**src/rtl/id_ex_stage.sv**
```systemverilog
// ID/EX pipeline register with EX/MEM and MEM/WB operand forwarding.
// It also detects load-use hazards and handles hold and flush.
module id_ex_stage #(
  parameter int DATA_WIDTH     = 32,
  parameter int ALUCTRL_WIDTH  = 3,
  parameter int REG_ADDR_WIDTH = 5
) (
  input  logic                      clk,
  input  logic                      rst,
  input  logic                      valid_i,
  input  logic [ALUCTRL_WIDTH-1:0]  ALUCtrl_i,
  input  logic [REG_ADDR_WIDTH-1:0] rs1_addr_i,
  input  logic [REG_ADDR_WIDTH-1:0] rs2_addr_i,
  input  logic [REG_ADDR_WIDTH-1:0] rd_addr_i,
  input  logic                      rs1_used_i,
  input  logic                      rs2_used_i,
  input  logic [DATA_WIDTH-1:0]     rs1_data_i,
  input  logic [DATA_WIDTH-1:0]     rs2_data_i,
  input  logic [DATA_WIDTH-1:0]     imm_i,
  input  logic                      ALUsrc_i,
  input  logic                      regwrite_i,
  input  logic                      memread_i,
  input  logic                      memwrite_i,
  input  logic                      exmem_regwrite,
  input  logic                      memwb_regwrite,
  input  logic [REG_ADDR_WIDTH-1:0] exmem_rd,
  input  logic [REG_ADDR_WIDTH-1:0] memwb_rd,
  input  logic [DATA_WIDTH-1:0]     exmem_result,
  input  logic [DATA_WIDTH-1:0]     memwb_result,
  input  logic                      stall_i,
  input  logic                      flush_i,
  output logic [ALUCTRL_WIDTH-1:0]  ALUCtrl,
  output logic [DATA_WIDTH-1:0]     ALUop1,
  output logic [DATA_WIDTH-1:0]     ALUop2,
  output logic [DATA_WIDTH-1:0]     store_data_o,
  output logic [REG_ADDR_WIDTH-1:0] rd_o,
  output logic                      valid_o,
  output logic                      regwrite_o,
  output logic                      memread_o,
  output logic                      memwrite_o,
  output logic                      load_use_stall_o
);

  typedef struct packed {
    logic                      valid;
    logic [ALUCTRL_WIDTH-1:0]  aluctrl;
    logic [REG_ADDR_WIDTH-1:0] rs1_addr;
    logic [REG_ADDR_WIDTH-1:0] rs2_addr;
    logic [REG_ADDR_WIDTH-1:0] rd;
    logic [DATA_WIDTH-1:0]     rs1_data;
    logic [DATA_WIDTH-1:0]     rs2_data;
    logic [DATA_WIDTH-1:0]     imm;
    logic                      alusrc;
    logic                      regwrite;
    logic                      memread;
    logic                      memwrite;
  } slot_t;

  slot_t slot_q, slot_d;
  logic [DATA_WIDTH-1:0] fwd1, fwd2;
  logic                  rs1_hit, rs2_hit;

  // EX/MEM beats MEM/WB; x0 always reads the register file value.
  function automatic logic [DATA_WIDTH-1:0] forward(
    input logic [REG_ADDR_WIDTH-1:0] addr,
    input logic [DATA_WIDTH-1:0]     data
  );
    logic [DATA_WIDTH-1:0] val;
    val = data;
    if (addr != '0) begin
      if (exmem_regwrite && exmem_rd == addr)
        val = exmem_result;
      else if (memwb_regwrite && memwb_rd == addr)
        val = memwb_result;
    end
    return val;
  endfunction

  always_comb begin
    fwd1 = forward(slot_q.rs1_addr, slot_q.rs1_data);
    fwd2 = forward(slot_q.rs2_addr, slot_q.rs2_data);
  end

  always_comb begin
    rs1_hit = rs1_used_i && (rs1_addr_i == slot_q.rd);
    rs2_hit = rs2_used_i && (rs2_addr_i == slot_q.rd);
    load_use_stall_o = slot_q.valid && slot_q.memread && (slot_q.rd != '0) &&
                       valid_i && (rs1_hit || rs2_hit) && !flush_i && !stall_i;
  end

  always_comb begin
    slot_d = slot_q;
    if (flush_i) begin
      slot_d = '0;
    end else if (stall_i) begin
      // Capture forwarded values so a producer retiring during the hold is kept.
      slot_d.rs1_data = fwd1;
      slot_d.rs2_data = fwd2;
    end else if (load_use_stall_o) begin
      slot_d = '0;
    end else begin
      slot_d.valid    = valid_i;
      slot_d.aluctrl  = ALUCtrl_i;
      slot_d.rs1_addr = rs1_addr_i;
      slot_d.rs2_addr = rs2_addr_i;
      slot_d.rd       = rd_addr_i;
      slot_d.rs1_data = rs1_data_i;
      slot_d.rs2_data = rs2_data_i;
      slot_d.imm      = imm_i;
      slot_d.alusrc   = ALUsrc_i;
      slot_d.regwrite = regwrite_i;
      slot_d.memread  = memread_i;
      slot_d.memwrite = memwrite_i;
    end
  end

  always_ff @(posedge clk or posedge rst) begin
    if (rst) slot_q <= '0;
    else     slot_q <= slot_d;
  end

  always_comb begin
    ALUCtrl      = slot_q.aluctrl;
    ALUop1       = fwd1;
    ALUop2       = slot_q.alusrc ? slot_q.imm : fwd2;
    store_data_o = fwd2;
    rd_o         = slot_q.rd;
    valid_o      = slot_q.valid;
    regwrite_o   = slot_q.valid && slot_q.regwrite;
    memread_o    = slot_q.valid && slot_q.memread;
    memwrite_o   = slot_q.valid && slot_q.memwrite;
  end

endmodule

```
**config.mk**
```make
export PLATFORM = sky130hd
export DESIGN_NAME = id_ex_stage
export DESIGN_NICKNAME = d
export VERILOG_FILES = /design/src/rtl/id_ex_stage.sv
export SDC_FILE = /design/constraint.sdc
export NUM_CORES = 1
export LEC_CHECK = 0
export CAP_MARGIN = 20
export CORE_MARGIN = 4
export CORE_UTILIZATION = 43
export CTS_CLUSTER_DIAMETER = 80
export DETAILED_ROUTE_END_ITERATION = 8
export PLACE_DENSITY = 0.8
export SYNTH_ARGS = -nofsm -noshare
export SYNTH_HDL_FRONTEND = slang
export SYNTH_SLANG_ARGS = --single-unit
export TNS_END_PERCENT = 30
```
**constraint.sdc**
```tcl
create_clock -name clk -period 5.2 [get_ports clk]
set_input_delay 1.04 -clock clk [delete_from_list [all_inputs] [get_ports clk]]
set_output_delay 1.04 -clock clk [all_outputs]
set_load 0.05 [all_outputs]
```
==> impl_metrics.json <==
{
  "area_growth_pct": 60.7,
  "drc": 0,
  "r2r_setup_slack_ns": 1.87,
  "reg2reg_depth": 5,
  "grt_max_degree": 87,
  "timing.rr.end": "slot_q[41]$_DFF_PP0_",
  "firstDrtPassIters": 5,
  "clkSinkCount": 119,
  "critical_path_class": "in -> out",
  "io-pin-count": 310,
  "routabilityCongestion": 0.925,
  "slew_headroom_pct": 29.9,
  "grt_usage_pct": 32.3,
  "worstSetupEndpointType": "output pin",
  "synth_cell_type_count": 35,
  "worst-path-stages": 8,
  "viasPerCell": 6.15,
  "path_clk_slew_ns": 0.05,
  "cts_max_path_buffers": 2,
  "ys_seq_area_share_pct": 43.0,
  "ys_warn_count": 0,
  "cp-startpoint": "exmem_rd[4]",
  "cts_hold_buf": 0,
  "critical-path-max-stage-delay_ns": 0.85,
  "clock_latency_ns": 0.42,
  "crit_path_top_delay_cell": "a21o_2",
  "dieWidth_um": 135,
  "syn_area_um2": 6930,
  "synthAdderAreaFrac_pct": 0,
  "status": "complete, no violations",
  "cts_root_buf": "clkbuf_16",
  "critPathBufInv": 2,
  "slew_violations": 0,
  "syn_area_per_cell_um2": 9.31,
  "r2r-start": "slot_q[106]$_DFFE_PP0P_",
  "powerDensity_nw_per_um2": 285,
  "setup_viol_count_final": 0,
  "whs_ns": 0.494,
  "drt_iter0_markers": 820,
  "crit_required_ns": 4.16,
  "grt_pass1_vias": 7533,
  "ant_nets": 0,
  "grt_antenna_before_repair": 4,
  "cts_tree": "done",
  "timing.fmax_ghz": 0.211,
  "nets": 1216,
  "vias": 7658,
  "rsz0062_at_grt": "false",
  "htreeDepth": 4,
  "synth_compound_area_share_pct": 31.1,
  "num_rows": 46,
  "die_h_um": 135,
  "finalHoldViolations": 0,
  "vdd_drop_max_uv": 257,
  "start_kind": "primary input",
  "synth_top_family_by_area": "compound AO/OA/AOI/OAI gates",
  "totalWireLength_um": 30300,
  "final_util_pct": 70.3,
  "arrival_ns": 3.70,
  "setup_tns_ns": 0,
  "overflow": 0,
  "finalCriticalPeriod_ns": 4.74,
  "p_leak_nw": 5.00,
  "synth-seq-cells": 119,
  "hpwl_um": 21500,
  "finalCritPeriodShare_pct": 91.2,
  "critical-path-top-delay-family": "compound AO/OA/AOI/OAI gates",
  "hold_class": "reg -> reg",
  "worst_pin_slew_ns": 1.05,
  "finClkSkew_ns": 0.00779,
  "postCtsSetupRepairBufs": 0,
  "port_buffers": 309,
  "critPathCapture": "ALUop2[16]",
  "cts_buffers": 17,
  "cts_resized": 0,
  "drive_gt1_share_pct": 14.8,
  "start_util_pct": 43.8,
  "synth_xor_area_share_pct": 3.79,
  "synth_simple_gate_area_share_pct": 16.6,
  "syn_nets": 945,
  "wl_per_cell_um": 24.3,
  "cap_violations": 0,
  "synthCells": 744,
  "fillers": 1236,
  "hold_depth": 1,
  "die_area_um2": 18200,
  "grt_pass1_wl_um": 44800,
  "cp_cell_sequence": "clkdlybuf4s50_1, xor2_1, nor4_1, nand3_1, a21o_2, nand2_1, a41oi_1, buf_12",
  "crit_fanout": 51,
  "synthMuxAreaShare_pct": 0,
  "core_area_um2": 15800
}
## flip-flops by register name, summed over array words and instances, names as in the netlist
name,cells
ALUCtrl,3
rd_o,5
valid_o,1
slot_q,110
## cell type report
cell class              count  area (um2)  area share, %
clock buffers              24         482           4.33
multi-input cells         550        3630           32.6
flip-flops and latches    119        2980           26.7
well taps                 216         270           2.43
diodes                      1        2.50         0.0225
repair buffers            325        3640           32.7
inverters                   2        10.0         0.0899
clock inverters             8         120           1.08
## layout by cell type, fill, tap and decap left out, types with 17 or more instances in the layout
cell,synthesis,layout
buf_4,12,59
and3_1,25,25
nand3_1,31,31
clkbuf_16,0,17
buf_12,0,52
o21ai_0,27,27
a221o_1,46,46
nor2_1,64,62
a211o_1,18,18
a22oi_1,32,32
xor2_1,20,20
a22o_1,97,97
nand2_1,121,121
clkdlybuf4s50_1,0,213
dfrtp_1,119,119
a41oi_1,27,27
## synthesized netlist by cell type (all sizes together)
library cell / instances / share of area, %
nand2: 121 / 6.6
dfrtp: 119 / 43
a22o: 97 / 12
nor2: 64 / 3.5
a221o: 46 / 6.6
buf: 40 / 3.6
clkbuf: 33 / 1.8
a22oi: 32 / 3.5
nand3: 31 / 2.2
o21ai: 29 / 2.1
a41oi: 27 / 3.4
and3: 25 / 2.3
xor2: 20 / 2.5
a211o: 18 / 2.3
xnor2: 10 / 1.3
and2: 7 / 0.63
a31oi: 5 / 0.45
nor4: 5 / 0.54
nor3: 4 / 0.43
inv: 2 / 0.11
or4: 2 / 0.22
a21o: 1 / 0.11
a21oi: 1 / 0.072
a311oi: 1 / 0.13
nand4: 1 / 0.090
nor2b: 1 / 0.090
nor3b: 1 / 0.11
o211ai: 1 / 0.11
## stage by stage
| stage | cell area [um2] | cells | setup WS [ns] | total power [W] |
|---|---|---|---|---|
| 6_report | 11100 | 1245 | 0.455 | 0.00318 |
| 4_1_cts | 11100 | 1243 | 0.510 | 0.00319 |
| 3_5_place_dp | 10500 | 1211 | 0.505 | 0.00198 |
| 3_3_place_gp | 10500 | 1211 | 0.512 | 0.00197 |
| 5_1_grt | 11100 | 1244 | 0.343 | 0.00328 |
| 2_1_floorplan | 6930 | 744 | 0.881 | 0.00149 |
## power by group
group          leakage [nW]  switching [W]  internal [W]
Sequential             1.58      0.0000414      0.000981
Combinational          3.13       0.000530      0.000418
Clock                 0.290       0.000419      0.000789
## cell families (layout without fill, tap and decap cells)
group / Yosys count / after routing
simple gates: 262 / 262
compound gates: 258 / 258
flops: 119 / 119
buf+inv: 75 / 359
xor+xnor: 30 / 30
other cells: 0 / 1
## routing by layer
layer	vias to the layer above	share of wire, %	GRT usage, %
met1	3737	41	43.9
met2	447	45	48.8
met3	81	10	9.61
met5	-	0.18	0
li1	3385	-	-
met4	8	3.7	12.4
## worst min-delay path by stage
stage | start | endpoint | slack [ns]
after floorplan | slot_q[1]$_DFFE_PP0P_ | slot_q[1]$_DFFE_PP0P_ | 0.46
after CTS | slot_q[1]$_DFFE_PP0P_ | slot_q[1]$_DFFE_PP0P_ | 0.50
after global placement | slot_q[2]$_DFFE_PP0P_ | slot_q[2]$_DFFE_PP0P_ | 0.48
after detailed placement | slot_q[1]$_DFFE_PP0P_ | slot_q[1]$_DFFE_PP0P_ | 0.48
final | slot_q[1]$_DFFE_PP0P_ | slot_q[1]$_DFFE_PP0P_ | 0.49
after global routing | slot_q[4]$_DFFE_PP0P_ | slot_q[4]$_DFFE_PP0P_ | 0.51
Power figures use the tool's default switching activity.
